### config.mk
export PLATFORM = sky130hd
export DESIGN_NAME = clock_divider_multi
export DESIGN_NICKNAME = d
export VERILOG_FILES = /design/src/rtl/clock_divider_pkg.sv /design/src/rtl/clock_divider_channel.sv /design/src/rtl/clock_divider_multi.sv
export SDC_FILE = /design/constraint.sdc
export NUM_CORES = 1
export LEC_CHECK = 0
export CAP_MARGIN = 5
export CORE_UTILIZATION = 50
export CTS_BUF_LIST = sky130_fd_sc_hd__clkbuf_4 sky130_fd_sc_hd__clkbuf_8
export DETAILED_ROUTE_END_ITERATION = 8
export PLACE_DENSITY_LB_ADDON = 0.25
export SLEW_MARGIN = 0
export SYNTH_ARGS = -nofsm -noshare
export SYNTH_HDL_FRONTEND = slang
export SYNTH_SLANG_ARGS = --single-unit
### constraint.sdc
create_clock -name clk_in -period 15.2 [get_ports clk_in]
set_input_delay 4.56 -clock clk_in [delete_from_list [all_inputs] [get_ports clk_in]]
set_output_delay 4.56 -clock clk_in [all_outputs]
set_load 0.02 [all_outputs]
### src/rtl/clock_divider_pkg.sv
// Shared constants for the multi-channel clock divider: output modes and
// the default counter width / reset divisor (1 Hz from a 100 MHz source).
package clock_divider_pkg;
  localparam logic        MODE_TOGGLE = 1'b0;
  localparam logic        MODE_PULSE  = 1'b1;
  localparam int          DEF_CNT_W   = 27;
  localparam int unsigned DEF_DIV     = 50_000_000;
endpackage

### src/rtl/clock_divider_channel.sv
// One divider channel: wrap counter, active/pending divisor+mode, and the
// registered clk/tick outputs. Pending config is applied only at a period boundary.
module clock_divider_channel
  import clock_divider_pkg::*;
#(
  parameter int          CNT_W   = DEF_CNT_W,
  parameter int unsigned RST_DIV = DEF_DIV
)(
  input  logic             clk_in,
  input  logic             reset,
  input  logic             i_enable,
  input  logic             i_sync,
  input  logic             i_load,
  input  logic [CNT_W-1:0] i_div,
  input  logic             i_mode,
  output logic             o_clk,
  output logic             o_tick,
  output logic             o_pend_vld
);
  logic [CNT_W-1:0] r_cnt, r_act_div, r_pend_div;
  logic             r_act_mode, r_pend_mode, r_pend_vld, r_clk, r_tick;
  logic             w_wrap, w_apply, w_mode_chg;

  assign w_wrap     = i_enable && (r_cnt == r_act_div - 1'b1);
  // A disabled channel has no boundary to wait for, so it takes pending config at once.
  assign w_apply    = r_pend_vld && (i_sync || !i_enable || w_wrap);
  assign w_mode_chg = w_apply && (r_pend_mode != r_act_mode);

  // Loads only arrive while nothing is pending, so apply and load never collide.
  always_ff @(posedge clk_in or posedge reset) begin
    if (reset) begin
      r_act_div   <= CNT_W'(RST_DIV);
      r_act_mode  <= MODE_TOGGLE;
      r_pend_div  <= '0;
      r_pend_mode <= MODE_TOGGLE;
      r_pend_vld  <= 1'b0;
    end else if (w_apply) begin
      r_act_div   <= r_pend_div;
      r_act_mode  <= r_pend_mode;
      r_pend_vld  <= 1'b0;
    end else if (i_load) begin
      r_pend_div  <= i_div;
      r_pend_mode <= i_mode;
      r_pend_vld  <= 1'b1;
    end
  end

  always_ff @(posedge clk_in or posedge reset) begin
    if (reset) begin
      r_cnt  <= '0;
      r_clk  <= 1'b0;
      r_tick <= 1'b0;
    end else if (i_sync) begin
      r_cnt  <= '0;
      r_clk  <= 1'b0;
      r_tick <= 1'b0;
    end else if (!i_enable) begin
      r_tick <= 1'b0;
      if (r_pend_vld) begin
        r_cnt <= '0;
        r_clk <= 1'b0;
      end
    end else if (w_wrap) begin
      r_cnt  <= '0;
      r_tick <= 1'b1;
      if (w_mode_chg)                r_clk <= 1'b0;
      else if (r_act_mode == MODE_PULSE) r_clk <= 1'b1;
      else                           r_clk <= ~r_clk;
    end else begin
      r_cnt  <= r_cnt + 1'b1;
      r_tick <= 1'b0;
      if (r_act_mode == MODE_PULSE) r_clk <= 1'b0;
    end
  end

  assign o_clk      = r_clk;
  assign o_tick     = r_tick;
  assign o_pend_vld = r_pend_vld;
endmodule

### src/rtl/clock_divider_multi.sv
// Multi-channel programmable clock divider / tick generator: config decode,
// per-channel ready mux and a registered reject flag around NUM_CH channels.
module clock_divider_multi
  import clock_divider_pkg::*;
#(
  parameter  int          NUM_CH      = 4,
  parameter  int          CNT_W       = DEF_CNT_W,
  parameter  int unsigned DEFAULT_DIV = DEF_DIV,
  // One spare code point so an out-of-range channel is always expressible.
  localparam int          CH_W        = $clog2(NUM_CH + 1)
)(
  input  logic              clk_in,
  input  logic              reset,
  input  logic [NUM_CH-1:0] enable,
  input  logic              sync_all,
  input  logic              cfg_valid,
  output logic              cfg_ready,
  input  logic [CH_W-1:0]   cfg_ch,
  input  logic [CNT_W-1:0]  cfg_div,
  input  logic              cfg_mode,
  output logic              cfg_err,
  output logic [NUM_CH-1:0] clk_out,
  output logic [NUM_CH-1:0] tick
);
  localparam logic [CH_W-1:0] CH_LIM = CH_W'(NUM_CH);

  logic [NUM_CH-1:0] w_pend_vld, w_load;
  logic              w_ch_ok, w_div_ok, w_accept, r_err;

  assign w_ch_ok  = cfg_ch < CH_LIM;
  assign w_div_ok = |cfg_div;
  assign w_accept = cfg_valid & cfg_ready;

  // Out-of-range channels stay ready so the bad request is taken and flagged.
  always_comb begin
    cfg_ready = 1'b1;
    for (int i = 0; i < NUM_CH; i++)
      if (cfg_ch == CH_W'(i)) cfg_ready = ~w_pend_vld[i];
  end

  always_comb begin
    w_load = '0;
    for (int i = 0; i < NUM_CH; i++)
      w_load[i] = w_accept & w_div_ok & (cfg_ch == CH_W'(i));
  end

  always_ff @(posedge clk_in or posedge reset) begin
    if (reset) r_err <= 1'b0;
    else       r_err <= w_accept & ~(w_ch_ok & w_div_ok);
  end

  assign cfg_err = r_err;

  for (genvar g = 0; g < NUM_CH; g++) begin : g_ch
    clock_divider_channel #(
      .CNT_W   (CNT_W),
      .RST_DIV (DEFAULT_DIV)
    ) u_ch (
      .clk_in     (clk_in),
      .reset      (reset),
      .i_enable   (enable[g]),
      .i_sync     (sync_all),
      .i_load     (w_load[g]),
      .i_div      (cfg_div),
      .i_mode     (cfg_mode),
      .o_clk      (clk_out[g]),
      .o_tick     (tick[g]),
      .o_pend_vld (w_pend_vld[g])
    );
  end
endmodule

* Word-level counts from Yosys, hierarchy flattened
Index checks and enable logic that the tools add are counted.
** Storage, ports and cells
- Word-level logic and storage cells :: 188
- Output and inout port bits :: 10
- Input port bits :: 39
- Register bits after elaboration :: 345
** Cells by class
- Reduce and logical (&&, ||, !) cells :: 42
- Magnitude comparators :: 1
- Equal/unequal tests :: 15
- Mux-type cells :: 68
- Bitwise operators :: 21
- $add $sub $neg :: 8
** Operators with widths (count)
- 27-bit two-way mux :: 16
- 27-bit by 1-bit adder with 27-bit output, second input constant :: 4
- 27-bit == test :: 4
- 27-bit by 1-bit subtractor with 27-bit output, second input constant :: 4
- 1-bit two-way mux :: 52
- 27-bit OR reduction :: 1
- 4-bit by 1-bit != test with 1-bit output, second input constant :: 4
- 2-bit AND reduction :: 8
- 1-bit NOT :: 13
- 1-bit logical AND :: 12
- 3-bit nonzero test :: 4
- 1-bit AND :: 8
- 1-bit logical OR :: 8
- 2-bit nonzero test :: 4
- 3-bit by 2-bit == test with 1-bit output, second input constant :: 2
- 1-bit zero test :: 4
- 1-bit != test :: 4
- 3-bit by 1-bit == test with 1-bit output, second input constant :: 1
- 3-bit zero test :: 1
- 3-bit < comparator, second input constant :: 1

* Depth between registers and ports, before layout
Gate-level depths: netlist of the first run.
- Word-level depth :: 10
- Gate-level depth with buffers :: 14
- Gate-level depth less buffers :: 11

* Modules after synthesis
From an unflattened synthesis of the first run, not the netlist that was laid out.
** Unflattened totals
- Cells, all modules :: 2149
- Area, all modules :: 20312.0 um^2
** Modules (own cells, without submodules)
- clock_divider_channel at g_ch[0].u_ch ... :: area an instance 4961.0 um^2, seq. area each 2167.1 um^2, cells an instance 516, instances 3
- clock_divider_channel at g_ch[3].u_ch :: area an instance 5253.8 um^2, seq. area each 2167.1 um^2, cells an instance 578, instances 1
- clock_divider_multi :: area an instance 175.2 um^2, seq. area each 25.0 um^2, cells an instance 23, instances 1

* Least setup slack after synthesis of the first run
No wires, ideal clock.
- Path kind :: input -> output
- Start point :: input port cfg_ch[0]
- End point :: output port cfg_ready
- Cell stages on the path :: 2
- Path slack :: 5413 ps
- Buffers on the path :: 0
- Arrival :: 5227 ps
- Required time :: 10640 ps
- Cells stage by stage :: mux4_2 > nand2b_1
** On the way
- Cells in the longest elaborated chain, start to end :: 5
- Elaborated cells on any way between the ends :: 8
- Those cells by class :: 3 x eq/ne; 4 x mux; 1 x reduce/logical
** RTL lines
- start, declared :: RTL line clock_divider_multi.sv:18 : input logic [CH_W-1:0] cfg_ch,
- 3-bit zero test :: RTL line clock_divider_multi.sv:38 : if (cfg_ch == CH_W'(i)) cfg_ready = ~w_pend_vld[i];
- 1-bit two-way mux (3 in a row) :: RTL line clock_divider_multi.sv:38
- 1-bit two-way mux * :: RTL line clock_divider_multi.sv:38
- end, declared :: RTL line clock_divider_multi.sv:17 : output logic cfg_ready,
Mark *: on every way between the ends. The rest lies on a longest branch, timed or not.

* Worst setup path in the final report of the first run
Same ends and word-level chain as after synthesis.

==> results of run 1 <==
[stage by stage]
| stage | hold WS [ps] | total power [W] | setup slack, ps | cells | cell area, sq um |
|---|---|---|---|---|---|
| after global placement | 462.3 | 0.002201 | 4275 | 2114 | 19130 |
| after global routing | 503.6 | 0.003260 | 4184 | 2220 | 20330 |
| final | 475.9 | 0.003080 | 4246 | 2220 | 20330 |
| after CTS | 480.5 | 0.003103 | 4246 | 2220 | 20330 |
| after detailed placement | 470.5 | 0.002235 | 4255 | 2114 | 19130 |
| after floorplan | 445.6 | 0.002033 | 1154 | 1670 | 18390 |
[cells in the mapped netlist, types with 10 or more instances]
cell type	instances	area, sq um
mux2_1	26	292.8
nand4_1	37	231.5
dfstp_2	48	1261
mux2_4	40	600.6
a21oi_1	19	95.09
mux2_2	159	1790
xnor2_1	138	1209
xor2_1	100	875.8
nor4_1	37	231.5
and3_1	23	143.9
clkbuf_1	43	161.4
a31oi_1	10	62.56
inv_1	40	150.1
nor3_1	51	255.2
o21ai_0	21	105.1
buf_6	12	135.1
or4_1	17	127.6
nand3_1	47	235.2
dfrtp_1	297	7432
or3_1	20	125.1
nor2_1	184	690.7
nor2b_1	12	75.07
nand2_1	89	334.1
buf_2	10	50.05
[cell families after synthesis]
group,count (synthesis)
compound gates,143
mux,230
buf+inv,117
simple gates,589
fa+ha+maj,8
xor+xnor,238
flops,345
[state kept, by name, indices dropped and copies added, names as in the netlist]
name / flops
g_ch.u_ch.r_cnt: 108
g_ch.u_ch.r_pend_mode: 4
g_ch.u_ch.o_clk: 4
g_ch.u_ch.r_act_mode: 4
g_ch.u_ch.o_pend_vld: 4
g_ch.u_ch.r_act_div: 108
g_ch.u_ch.o_tick: 4
cfg_err: 1
g_ch.u_ch.r_pend_div: 108
[cell type report]
cell class | instances | share of cell area (%)
Sequential cell | 345 | 42.75
Clock inverter | 12 | 0.3138
Clock buffer | 94 | 5.624
Inverter | 40 | 0.7753
Timing Repair Buffer | 60 | 2.806
Multi-Input combinational cell | 1208 | 44.89
Tap cell | 461 | 2.837
[critical path: stages]
cell and delay, ps:
clkdlybuf4s50_1 580, mux4_2 540, nand2b_1 110, clkdlybuf4s50_1 610
[worst max path at each step]
stage	from	endpoint	slack, ps
floorplan	reset	cfg_err	1150
global placement	cfg_ch[0]	cfg_ready	4270
detailed placement	cfg_ch[0]	cfg_ready	4260
CTS	cfg_ch[0]	cfg_ready	4250
global route	cfg_ch[0]	cfg_ready	4180
finish	cfg_ch[0]	cfg_ready	4250
[per-layer routing]
layer	GRT usage [%]	wire length [um]	part of all wire (%)
met1	29.84	18490	44
met2	36.98	19540	47
met3	4.644	2504	6.0
met4	7.230	1119	2.7
met5	0	0	0
[power groups by stage]
stage          Sequential, W  Combinational [W]  Clock, W
6_report             0.00142           0.000808  0.000853
5_1_grt              0.00145           0.000895  0.000910
4_1_cts              0.00142           0.000806  0.000876
3_5_place_dp         0.00143           0.000800         0
3_3_place_gp         0.00143           0.000776         0
2_1_floorplan        0.00132           0.000711         0
==> results_dict.tcl, run 1 <==
set metrics [dict create \
    clkSlewWorstSetupHoldPaths_ps 60 \
    fin_crit_sh_pct 72.06 \
    cp.required_ps 10640 \
    power_frac_clock_pct 27.7 \
    die_y_um 193.8 \
    ys_seq_area_share_pct 47.28 \
    postCtsSetupBuffers 0 \
    synth_cell_types 84 \
    final_util_pct 56.62 \
    drtIter0Drc 629 \
    postCtsHoldBufs 0 \
    io_buffers 48 \
    p_seq_share_pct 46.1 \
    synthesis.nets 1717 \
    min_from "g_ch[3].u_ch.r_pend_div[17]" \
    path_class "in2out" \
    rsz0062_at_grt "false" \
    hold_depth 1 \
    nets 1758 \
    layout_common_cells "dfrtp_1, nor2_1, mux2_2, xnor2_1, xor2_1" \
    synthMuxAreaShare_pct 14.94 \
    rr_worst_depth 11 \
    p_sw_w 0.001005 \
    cts_root_buf "clkbuf_8" \
    r2r_end "g_ch[1].u_ch.r_act_div[5]" \
    synthCells 1670 \
    ir_worst_vdd_v 0.00008610 \
    dp_hpwl_um 28450 \
    routed_wl_um 41660 \
    grt_max_degree 119 \
    initial_core_util_pct 51.19 \
    nFillCells 3095 \
    cts.sinks 345 \
    tritoncts "yes" \
    crit_path_end_kind "primary output" \
    setup_violations 0 \
    syn_to_final_growth_pct 10.59 \
    core_area_sq_um 35910 \
    synth_fa_ha_area_share_pct 0.5444 \
    grt_first_pass_wirelength_um 68550 \
    drv_cap 0 \
    reg2reg_from "g_ch[1].u_ch.r_act_div[0]" \
    diodes 0 \
    grt_use_total_pct 22.53 \
    hold_violations 0 \
    clockBufferDepth 3 \
    cp.arrival_ps 6390 \
    outcome "finished clean" \
    drv_slew 0 \
    p_int_w 0.002075 \
    synth_top_family_by_area "simple AND/OR/NAND/NOR gates" \
    hold_end "g_ch[3].u_ch.r_act_div[17]" \
    die_w_um 193.8 \
    dieArea_sq_um 37540 \
    io-pin-count 49 \
    cts_made_buffers 56 \
    ant_nets 0 \
    layout_commonest_cell "dfrtp_1" \
    setup_tns_ps 0 \
    min_path_type "reg2reg" \
    syn_area_sq_um 18390 \
    r2r_slack_ps 10940 \
    crit_fanout 5 \
    grt_pass1_vias 13020 \
    routed_via_density 5.740 \
    min_period_ps 10950 \
    synth_edf_count 0 \
    multiInputGateArea_sq_um 9128 \
    globalplace.congestion 0.8590 \
    cts_resized 0 \
    seq_area_sq_um 8693 \
    comb_power_share_pct 26.2 \
    yosys_most_used_dff "dfrtp_1" \
    grt_overflow 0 \
    worst-slew-pin-transition_ps 1162 \
    synthSimpleGateAreaFrac_pct 16.79 \
    powerDensity_nw_per_um2 151.5 \
    wl_per_cell_um 18.77 \
    vias 12740 \
    syn_area_per_cell_sq_um 11.01 \
    placementRows 69 \
    synth_compound_area_share_pct 5.995 \
    synth_xor_area_share_pct 11.34 \
    slew_headroom_pct 22.55 \
    final_layout_size_suffix_gt1_share_pct 22.97 \
    async_flop_share_pct 100.0 \
    fin_skew_ps 33.13 \
    start_kind "input pin" \
    clkLatencyLatePin_ps 620 \
    max_freq_ghz 0.09129 \
    p_leak_nw 8.356 \
    firstDrtPassIters 5 \
    drc_errors 0 \
    antenna_found_initial 1 \
    ys_warn_count 0 \
    synth_seq_cells 345 \
    switching_share_pct 32.62 \
    htree_levels 2 \
]
Power figures use the tool's default switching activity.
==> run 2, diff against run 1 <==
==> constraint.sdc (replaced) <==
create_clock -name clk_in -period 11.3 [get_ports clk_in]
set_input_delay 3.39 -clock clk_in [delete_from_list [all_inputs] [get_ports clk_in]]
set_output_delay 3.39 -clock clk_in [all_outputs]
set_load 0.02 [all_outputs]
==> run 2 against run 1 <==
  * Global-route usage down 0.40 points
  * Critical path depth stayed put
  * Clock-buffer cell count unchanged
  * Largest power group unchanged
  * Die area did not move
  * Critical path type unchanged
  * Sequential power up 35%
  * Clock skew is 15 ps lower
  * Register-to-register slack lost 3900 ps
  * Worst hold slack better by 8.8 ps
  * Cell area up 0.37%
  * Critical endpoint unchanged
  * Worst setup slack worse by 1700 ps
==> results_dict.tcl, run 2 (synthesis results as in run 1) <==
set metrics [dict create \
    htree_levels 2 \
    dp_hpwl_um 28260 \
    min_path_type "reg2reg" \
    layout_commonest_cell "dfrtp_1" \
    path_class "in2out" \
    comb_power_share_pct 26.0 \
    cts_root_buf "clkbuf_8" \
    routed_via_density 5.734 \
    finalInstanceArea_sq_um 20410 \
    hold_violations 0 \
    p_int_w 0.002852 \
    core_area_sq_um 35910 \
    setup_violations 0 \
    globalplace.congestion 0.8643 \
    dpl_worst_slack_ps 2587 \
    postCtsSetupBuffers 0 \
    io_buffers 48 \
    postCtsHoldBufs 0 \
    drtIter0Drc 653 \
    p_total_w 0.004187 \
    p_seq_share_pct 45.6 \
    powerDensity_nw_per_um2 205.1 \
    slew_headroom_pct 22.78 \
    fin_crit_sh_pct 77.36 \
    ant_nets 0 \
    cts.sinks 345 \
    firstDrtPassIters 5 \
    dieArea_sq_um 37540 \
    drc_errors 0 \
    initial_core_util_pct 51.19 \
    drv_slew 0 \
    switching_share_pct 31.89 \
    fin_skew_ps 17.99 \
    crit_path_end_kind "primary output" \
    vias 12720 \
    cp.arrival_ps 5350 \
    nFillCells 3060 \
    cts_resized 0 \
    io-pin-count 49 \
    routed_wl_um 40790 \
    placementRows 69 \
    nets 1758 \
    power_frac_clock_pct 28.5 \
    grt_first_pass_wirelength_um 67140 \
    antenna_found_initial 3 \
    routed-wl-met3_um 2458 \
    top_regs "g_ch.u_ch.r_act_div (108), g_ch.u_ch.r_cnt (108), g_ch.u_ch.r_pend_div (108)" \
    max_freq_ghz 0.1144 \
    drv_cap 0 \
    grt_use_total_pct 22.13 \
    crit_fanout 5 \
    ir_worst_vdd_v 0.0001074 \
    min_period_ps 8742 \
    rsz0062_at_grt "false" \
    clkSlewWorstSetupHoldPaths_ps 60 \
    cp.required_ps 7910 \
    grt_pass1_vias 12890 \
    die_w_um 193.8 \
    multiInputGateArea_sq_um 9128 \
    setup_tns_ps 0 \
    tritoncts "yes" \
    seq_area_sq_um 8693 \
    top_layer_used "met4" \
    cts_made_buffers 56 \
    layout_common_cells "dfrtp_1, nor2_1, mux2_2, xnor2_1, xor2_1" \
    p_leak_nw 8.373 \
    clockBufferDepth 3 \
    final_layout_size_suffix_gt1_share_pct 22.88 \
    syn_to_final_growth_pct 11.00 \
    placed_area_sq_um 19150 \
    grt_overflow 0 \
    wl_met2_um 19260 \
    grt_max_degree 163 \
    worst-slew-pin-transition_ps 1158 \
    outcome "finished clean" \
    wl_met1_um 18090 \
    wl_per_cell_um 18.38 \
    clkLatencyLatePin_ps 610 \
    final_util_pct 56.82 \
    start_kind "input pin" \
    fin_ws_ps 2558 \
    p_sw_w 0.001335 \
    die_y_um 193.8 \
]
## run 2: changes by cell type in the layout (fill, tap and decap cells not counted), sizes merged
| cell | previous run | this run |
|---|---|---|
| clkinvlp | 0 | 2 |
| bufinv | 0 | 3 |
| inv | 41 | 39 |
| clkinv | 11 | 6 |
| diode | 0 | 1 |
## run 2: cell type report
class / count / share of cell area [%]
inverters: 40 / 0.7541
well taps: 461 / 2.826
multi-input cells: 1208 / 44.72
flip-flops and latches: 345 / 42.60
repair buffers: 60 / 2.918
clock inverters: 10 / 0.6253
clock buffers: 94 / 5.542
diodes: 1 / 0.01226
## run 2: path summary, 6_finish.rpt
kind	startpoint	endpoint	slack, ps	cells after the start
min in group asynchronous	reset	g_ch[0].u_ch.o_tick	3250	2
max	cfg_ch[0]	cfg_ready	2560	4
min	g_ch[3].u_ch.r_pend_div[13]	g_ch[3].u_ch.r_act_div[13]	480	1
min reg2reg	g_ch[3].u_ch.r_pend_div[13]	g_ch[3].u_ch.r_act_div[13]	480	1
max in group asynchronous	reset	g_ch[1].u_ch.r_pend_div[7]	6060	4
max reg2reg	g_ch[1].u_ch.r_act_div[0]	g_ch[1].u_ch.r_act_div[5]	7040	11
## run 2: through the flow
stage,hold WS [ps],std cells
after CTS,489.5,2218
final,484.7,2219
after floorplan,445.6,1670
after global placement,463.0,2114
after detailed placement,474.0,2114
after global routing,496.1,2219
## run 2: critical path: stages
cell and delay, ps:
clkdlybuf4s50_1 580, mux4_2 530, nand2b_1 200, clkdlybuf4s50_1 650
## run 2: power by group through the flow
stage                     combinational [W]  clock (W)  sequential [W]
after floorplan                    0.000956          0         0.00178
after global placement              0.00104          0         0.00192
after detailed placement            0.00108          0         0.00193
after CTS                           0.00109    0.00123         0.00191
after global routing                0.00120    0.00128         0.00196
final                               0.00109    0.00119         0.00191
## run 2: layer usage
metal	vias to the layer above	global-route usage, %
met3	70	5.357
met2	261	36.42
met4	0	6.993
met1	6391	28.73
li1	6001	-
met5	-	0
